$ cat src/rtl/fetch_pkg.sv
// rtl/fetch_pkg.sv - shared types and constants for the instruction fetch buffer
// Purpose: buffer entry layout, fetch FSM state encoding and the canonical NOP word.
// Ports: none (package).
package fetch_pkg;

    typedef struct packed {
        logic [31:0] pc;
        logic [31:0] word;
    } fetch_entry_t;

    typedef enum logic {
        FB_RUN   = 1'b0,
        FB_DRAIN = 1'b1
    } fb_state_t;

    localparam logic [31:0] FB_NOP = 32'h0000_0013;

endpackage

$ cat src/rtl/fetch_fifo.sv
// rtl/fetch_fifo.sv - synchronous FIFO of fetch entries with flush
// Purpose: holds fetched {pc, word} pairs between the memory response bus and the core.
// Ports:
//   clk, rst        clock, asynchronous active-high reset
//   push, wdata     write one entry (accepted when not full, or when a pop happens the same cycle)
//   pop             remove head entry (ignored when empty)
//   flush           discard all entries; wins over push/pop
//   rdata           head entry
//   count           number of stored entries
//   empty, full     occupancy flags
module fetch_fifo
    import fetch_pkg::*;
#(
    parameter int DEPTH = 4
) (
    input  logic                     clk,
    input  logic                     rst,
    input  logic                     push,
    input  logic                     pop,
    input  logic                     flush,
    input  fetch_entry_t             wdata,
    output fetch_entry_t             rdata,
    output logic [$clog2(DEPTH):0]   count,
    output logic                     empty,
    output logic                     full
);

    localparam int AW = $clog2(DEPTH);
    localparam logic [AW:0] FULL_CNT = (AW+1)'(DEPTH);

    fetch_entry_t   r_mem [DEPTH];
    logic [AW-1:0]  r_wr_ptr;
    logic [AW-1:0]  r_rd_ptr;
    logic [AW:0]    r_count;
    logic           w_do_pop;
    logic           w_do_push;

    // A push into a full FIFO is legal when the head leaves in the same cycle.
    assign w_do_pop  = pop && (r_count != '0);
    assign w_do_push = push && ((r_count != FULL_CNT) || w_do_pop);

    always_ff @(posedge clk or posedge rst) begin
        if (rst) begin
            r_wr_ptr <= '0;
            r_rd_ptr <= '0;
            r_count  <= '0;
        end else if (flush) begin
            r_wr_ptr <= '0;
            r_rd_ptr <= '0;
            r_count  <= '0;
        end else begin
            if (w_do_push) r_wr_ptr <= r_wr_ptr + AW'(1);
            if (w_do_pop)  r_rd_ptr <= r_rd_ptr + AW'(1);
            r_count <= r_count + {{AW{1'b0}}, w_do_push} - {{AW{1'b0}}, w_do_pop};
        end
    end

    always_ff @(posedge clk) begin
        if (w_do_push && !flush) r_mem[r_wr_ptr] <= wdata;
    end

    assign rdata = r_mem[r_rd_ptr];
    assign count = r_count;
    assign empty = (r_count == '0);
    assign full  = (r_count == FULL_CNT);

endmodule

$ cat src/rtl/inst_fetch_buf.sv
// rtl/inst_fetch_buf.sv - prefetching instruction fetch stage with redirect flush
// Purpose: issues sequential word fetches under a credit limit, buffers returned words with
//   their PC and hands them to the core; redirects flush the buffer and drop stale responses.
// Build option: FETCH_BYPASS_EN - an empty buffer forwards a kept response to the core in the
//   same cycle (0-cycle latency); otherwise every kept response is buffered first.
// Ports:
//   clk, rst                 clock, asynchronous active-high reset
//   redirect, redirect_pc    flush and restart fetch at redirect_pc (word aligned)
//   req_valid/ready/addr     fetch request bus
//   rsp_valid, rsp_data      in-order response bus, no back-pressure
//   inst_valid/ready         instruction handshake to the core
//   inst, inst_pc            instruction word and its address
module inst_fetch_buf
    import fetch_pkg::*;
#(
    parameter int          DEPTH    = 4,
    parameter logic [31:0] RESET_PC = 32'h0000_0000
) (
    input  logic        clk,
    input  logic        rst,
    input  logic        redirect,
    input  logic [31:0] redirect_pc,
    output logic        req_valid,
    input  logic        req_ready,
    output logic [31:0] req_addr,
    input  logic        rsp_valid,
    input  logic [31:0] rsp_data,
    output logic        inst_valid,
    input  logic        inst_ready,
    output logic [31:0] inst,
    output logic [31:0] inst_pc
);

    localparam int CW = $clog2(DEPTH) + 1;
    localparam logic [CW:0] DEPTH_W = (CW+1)'(DEPTH);

    fb_state_t      r_state;
    fb_state_t      w_state_nxt;
    logic [31:0]    r_fetch_pc;
    logic [31:0]    r_rsp_pc;
    logic [CW-1:0]  r_outstanding;
    logic [CW-1:0]  r_drop_cnt;
    logic [CW-1:0]  w_drop_nxt;
    logic [CW-1:0]  w_n;
    logic [CW-1:0]  w_count;
    logic           w_empty;
    logic           w_full;
    logic           w_req_valid;
    logic           w_req_fire;
    logic           w_keep;
    logic           w_byp;
    logic           w_inst_valid;
    logic           w_push;
    logic           w_pop;
    fetch_entry_t   w_head;
    fetch_entry_t   w_wdata;

    // Credit: every request in flight already owns a buffer slot.
    assign w_req_valid = !rst && (r_state == FB_RUN)
                         && (({1'b0, r_outstanding} + {1'b0, w_count}) < DEPTH_W);
    assign w_req_fire  = w_req_valid && req_ready;

    // Requests still owed a response after this cycle; these are the stale ones on redirect.
    assign w_n = r_outstanding + CW'(w_req_fire) - CW'(rsp_valid);

    // A response in the redirect cycle belongs to the old stream and is always dropped.
    assign w_keep = rsp_valid && !redirect && (r_drop_cnt == '0);

`ifdef FETCH_BYPASS_EN
    assign w_byp = w_keep && w_empty && (r_state == FB_RUN);
`else
    assign w_byp = 1'b0;
`endif

    assign w_inst_valid = !rst && (!w_empty || w_byp);
    assign w_pop        = w_inst_valid && inst_ready && !w_empty && !redirect;
    assign w_push       = w_keep && !(w_byp && inst_ready);
    assign w_wdata      = '{pc: r_rsp_pc, word: rsp_data};

    fetch_fifo #(.DEPTH(DEPTH)) u_fifo (
        .clk   (clk),
        .rst   (rst),
        .push  (w_push),
        .pop   (w_pop),
        .flush (redirect),
        .wdata (w_wdata),
        .rdata (w_head),
        .count (w_count),
        .empty (w_empty),
        .full  (w_full)
    );

    always_comb begin
        w_state_nxt = r_state;
        w_drop_nxt  = r_drop_cnt;
        if (redirect) begin
            w_drop_nxt  = w_n;
            w_state_nxt = (w_n != '0) ? FB_DRAIN : FB_RUN;
        end else if (r_state == FB_DRAIN) begin
            if (rsp_valid && (r_drop_cnt != '0)) w_drop_nxt = r_drop_cnt - CW'(1);
            if ((r_drop_cnt == '0) || ((r_drop_cnt == CW'(1)) && rsp_valid)) w_state_nxt = FB_RUN;
        end
    end

    always_ff @(posedge clk or posedge rst) begin
        if (rst) begin
            r_state       <= FB_RUN;
            r_drop_cnt    <= '0;
            r_outstanding <= '0;
            r_fetch_pc    <= RESET_PC;
            r_rsp_pc      <= RESET_PC;
        end else begin
            r_state       <= w_state_nxt;
            r_drop_cnt    <= w_drop_nxt;
            r_outstanding <= w_n;
            if (redirect) begin
                r_fetch_pc <= redirect_pc;
                r_rsp_pc   <= redirect_pc;
            end else begin
                if (w_req_fire) r_fetch_pc <= r_fetch_pc + 32'd4;
                if (w_keep)     r_rsp_pc   <= r_rsp_pc + 32'd4;
            end
        end
    end

    assign req_valid  = w_req_valid;
    assign req_addr   = r_fetch_pc;
    assign inst_valid = w_inst_valid;
    // When empty, r_rsp_pc is exactly the PC of a bypassed response.
    assign inst       = !w_empty ? w_head.word : (w_byp ? rsp_data : 32'h0);
    assign inst_pc    = !w_empty ? w_head.pc : r_rsp_pc;

    a_redirect_aligned: assert property (@(posedge clk) disable iff (rst)
        redirect |-> (redirect_pc[1:0] == 2'b00));
    a_rsp_expected: assert property (@(posedge clk) disable iff (rst)
        rsp_valid |-> (r_outstanding != '0));
    a_rsp_has_slot: assert property (@(posedge clk) disable iff (rst)
        w_push |-> (!w_full || w_pop));

endmodule
$ cat config.mk
export PLATFORM = sky130hd
export DESIGN_NAME = inst_fetch_buf
export DESIGN_NICKNAME = d
export VERILOG_FILES = /design/src/rtl/fetch_pkg.sv /design/src/rtl/fetch_fifo.sv /design/src/rtl/inst_fetch_buf.sv
export SDC_FILE = /design/constraint.sdc
export NUM_CORES = 1
export LEC_CHECK = 0
export ABC_AREA = 1
export BUFFER_PORTS_ARGS = -buffer_cell sky130_fd_sc_hd__buf_2
export CORE_UTILIZATION = 30
export DETAILED_ROUTE_END_ITERATION = 12
export PLACE_DENSITY = 0.5
export SLEW_MARGIN = 20
export SYNTH_ARGS = -nofsm -noshare
export SYNTH_HDL_FRONTEND = slang
export SYNTH_SLANG_ARGS = --single-unit
$ cat constraint.sdc
create_clock -name clk -period 6.5 [get_ports clk]
set_input_delay 0.325 -clock clk [delete_from_list [all_inputs] [get_ports clk]]
set_output_delay 0.325 -clock clk [all_outputs]
set_load 0.02 [all_outputs]
==> flow_summary_export.csv <==
group,metric,value,unit
status,status,"finished, final reports clean",
clocking,cts_tree,"built",
critical_path,startpoint_type,"register",
timing,layout_min_cycle_time,3980,ps
critical_path,crit_arrival,3660,ps
finish,final_util,35.6,%
timing,finalClockSkew,18.6,ps
placed_design,placed_area,0.0170,mm2
logic_synthesis,yosys_warnings,0,
floorplan,dieArea,0.0527,mm2
timing,slew_headroom,28.8,%
floorplan,io_pins,168,
logic_synthesis,synth_top_area_share,49.5,%
grt,grt_usage,16.4,%
placed_design,dp_cells,2366,
clocking,insertion_delay,540,ps
grt,antenna_found_initial,1,
detailed_routing,postRouteAntennaNets,0,
grt,gr-total-overflow,0,
timing,setup_viol_count_final,0,
power_and_ir_drop,peakVddDrop,0.184,mV
timing,max_freq,251,MHz
timing,setup_slack,2520,ps
logic_synthesis,synth_fp_nets,1665,
logic_synthesis,syn_inst,1578,
critical_path,crit_end,"inst_pc[22]",
grt,grt_pass1_wl,66700,um
floorplan,die_x,230,um
grt,grt_max_degree,71,
critical_path,worstReg2RegStart,"r_drop_cnt[0]",
logic_synthesis,synth-seq-area-share,62.1,%
floorplan,core-area,0.0512,mm2
clocking,cts_root_buf,"clkbuf_16",
placed_design,preCtsSetupSlack,2390,ps
clocking,clockBufferDepth,3,
clocking,post-cts-setup-buffers,0,
timing,period_share,61.2,%
timing,hold_viol,0,
logic_synthesis,synth-seq-cells,334,
floorplan,die_h,230,um
logic_synthesis,avgSynthCellArea,9.84,um2
finish,drive_gt1_share,15.7,%
logic_synthesis,synthTopCellsByArea,"edfxtp_1 49%, dfrtp_1 13%, nand2_1 7.4%, nor2_1 6.5%, o21ai_0 6.0%",
power_and_ir_drop,power.density,337,mW/mm2
placed_design,gp_congestion,0.824,
critical_path,worstRegToRegCells,7,
critical_path,r2r_setup_slack,3030,ps
detailed_routing,vias,11600,
power_and_ir_drop,power.total,6.14,mW
timing,timing.hold.ws,26.9,ps
logic_synthesis,yosysMostFrequentCell,"nand2_1",
logic_synthesis,yosys.area.top_type,"edfxtp_1",
finish,n_fill_cell,5168,
critical_path,crit_required,6170,ps
detailed_routing,vias_per_cell,4.74,
placed_design,dp_hpwl,27900,um
logic_synthesis,async_flop_share,23.4,%
timing,setup_tns,0,ps
floorplan,row_count,83,
finish,antenna_cells,0,
clocking,cts_buffers,38,
logic_synthesis,syn_area,0.0155,mm2
detailed_routing,wl,43500,um
timing,slew_viol_final,0,
logic_synthesis,synth_top_cells_by_count,"306 x nand2_1, 268 x nor2_1, 256 x edfxtp_1, 187 x o21ai_0, 127 x inv_1",
timing,worst_slew_pin_slew,1070,ps
critical_path,crit_start,"u_fifo.r_rd_ptr[0]",
clocking,cts_sinks,334,
job,cap_violations,0,
critical_path,rr_endpoint,"u_fifo.r_mem[3][1]",
detailed_routing,dr.pass1.iters,7,
finish,nets,1826,
floorplan,initial_utilization,30.3,%
clocking,htreeDepth,2,
logic_synthesis,synth_cell_types,42,
placed_design,io_buffers,167,
detailed_routing,wl_per_cell,17.8,um
critical_path,crit_fanout,70,
critical_path,path_class,"register to output port",
hold_path,hold_class,"input port to register",
finish,final_cells,2449,
logic_synthesis,ys.flop_type,"edfxtp_1",
logic_synthesis,synth_edf_count,256,
finish,areaGrowthSynthToFinish,17.5,%
finish,final_area,0.0183,mm2
clocking,clkTransAtPathRegs,60,ps
detailed_routing,drtIter0Drc,719,
timing,rsz0062_at_grt,"no",
power_and_ir_drop,p_leak,7.32,nW
critical_path,worstSetupEndpointType,"output port",
grt,grt_pass1_vias,11200,
detailed_routing,drc,0,
flip-flops by register name, indices dropped and copies added, names as in the netlist:
| register | flops |
|---|---|
| r_drop_cnt | 3 |
| r_outstanding | 3 |
| r_rsp_pc | 32 |
| r_state | 1 |
| req_addr | 32 |
| u_fifo.count | 3 |
| u_fifo.r_mem | 256 |
| u_fifo.r_rd_ptr | 2 |
| u_fifo.r_wr_ptr | 2 |
placed cells by master, fill, tap and decap left out, drive strengths merged, types with 12 or more instances in the layout:
master       Yosys  final
inv            133    134
o21ai          202    202
nand3           77     77
ha              15     15
xor2            12     12
nand4           16     16
nand2          319    319
clkbuf          26     56
dfrtp           78     78
dlygate4sd3      0     13
edfxtp         256    256
buf             43    177
o22ai           32     32
nor2           286    286
a21oi           43     43
o211ai          13     13
where the power goes:
| group | total, mW | leakage (nW) | internal, mW | switching (mW) |
|---|---|---|---|---|
| logic | 1.42 | 3.49 | 0.401 | 1.02 |
| clock network | 2.03 | 0.565 | 1.18 | 0.852 |
| registers | 2.69 | 3.26 | 2.49 | 0.201 |
| total | 6.14 | 7.32 | 4.07 | 2.07 |
worst max-delay path, cell delays in order (launching register included):
cell and delay (ps):
dfrtp_4 880, clkinv_2 850, buf_4 600, o21ai_0 250
o22ai_1 110, nand2_1 70, o21ai_1 100, buf_2 200
per-layer routing:
metal	GRT usage [%]	vias to the layer above	wire length, um
met4	3.83	0	813
met1	24.3	5538	21500
met5	0	-	0
met2	24.7	337	18800
met3	2.64	48	2300
li1	-	5684	-
how the worst min path moves through the flow:
| stage | depth (start not counted) | endpoint | startpoint | slack (ps) |
|---|---|---|---|---|
| floorplan | 0 | u_fifo.r_mem[0][0] | rsp_data[0] | 420 |
| global placement | 2 | r_outstanding[2] | rst | 420 |
| detailed placement | 2 | r_outstanding[2] | rst | 430 |
| CTS | 1 | u_fifo.r_mem[1][31] | rsp_data[31] | 0.1 |
| global route | 1 | u_fifo.r_mem[0][8] | rsp_data[8] | 5 |
| finish | 1 | u_fifo.r_mem[1][31] | rsp_data[31] | 30 |
timing repair:
item | 4_1_cts | 5_1_grt
hold endpoints to repair | 72 | 0
hold buffers | 13 | 0
resized for setup | 0 | 0
layout make-up:
type | instances | area [um2] | area share (%)
inverters | 133 | 504 | 2.76
repair buffers | 190 | 1040 | 5.70
well taps | 680 | 851 | 4.66
flip-flops and latches | 334 | 9640 | 52.8
clock inverters | 14 | 111 | 0.610
multi-input cells | 1042 | 5040 | 27.6
clock buffers | 56 | 1060 | 5.81
logic make-up after synthesis:
logic type | Yosys count | share of synthesized area (%)
and+or+nand+nor | 710 | 19.6
DFF | 334 | 62.1
AOI/OAI and AO/OA | 301 | 10.4
buffers and inverters | 202 | 5.70
adders and majority gates | 17 | 1.47
xor gates and xnor gates | 14 | 0.790
No activity file was read; power rests on OpenSTA's default activity.
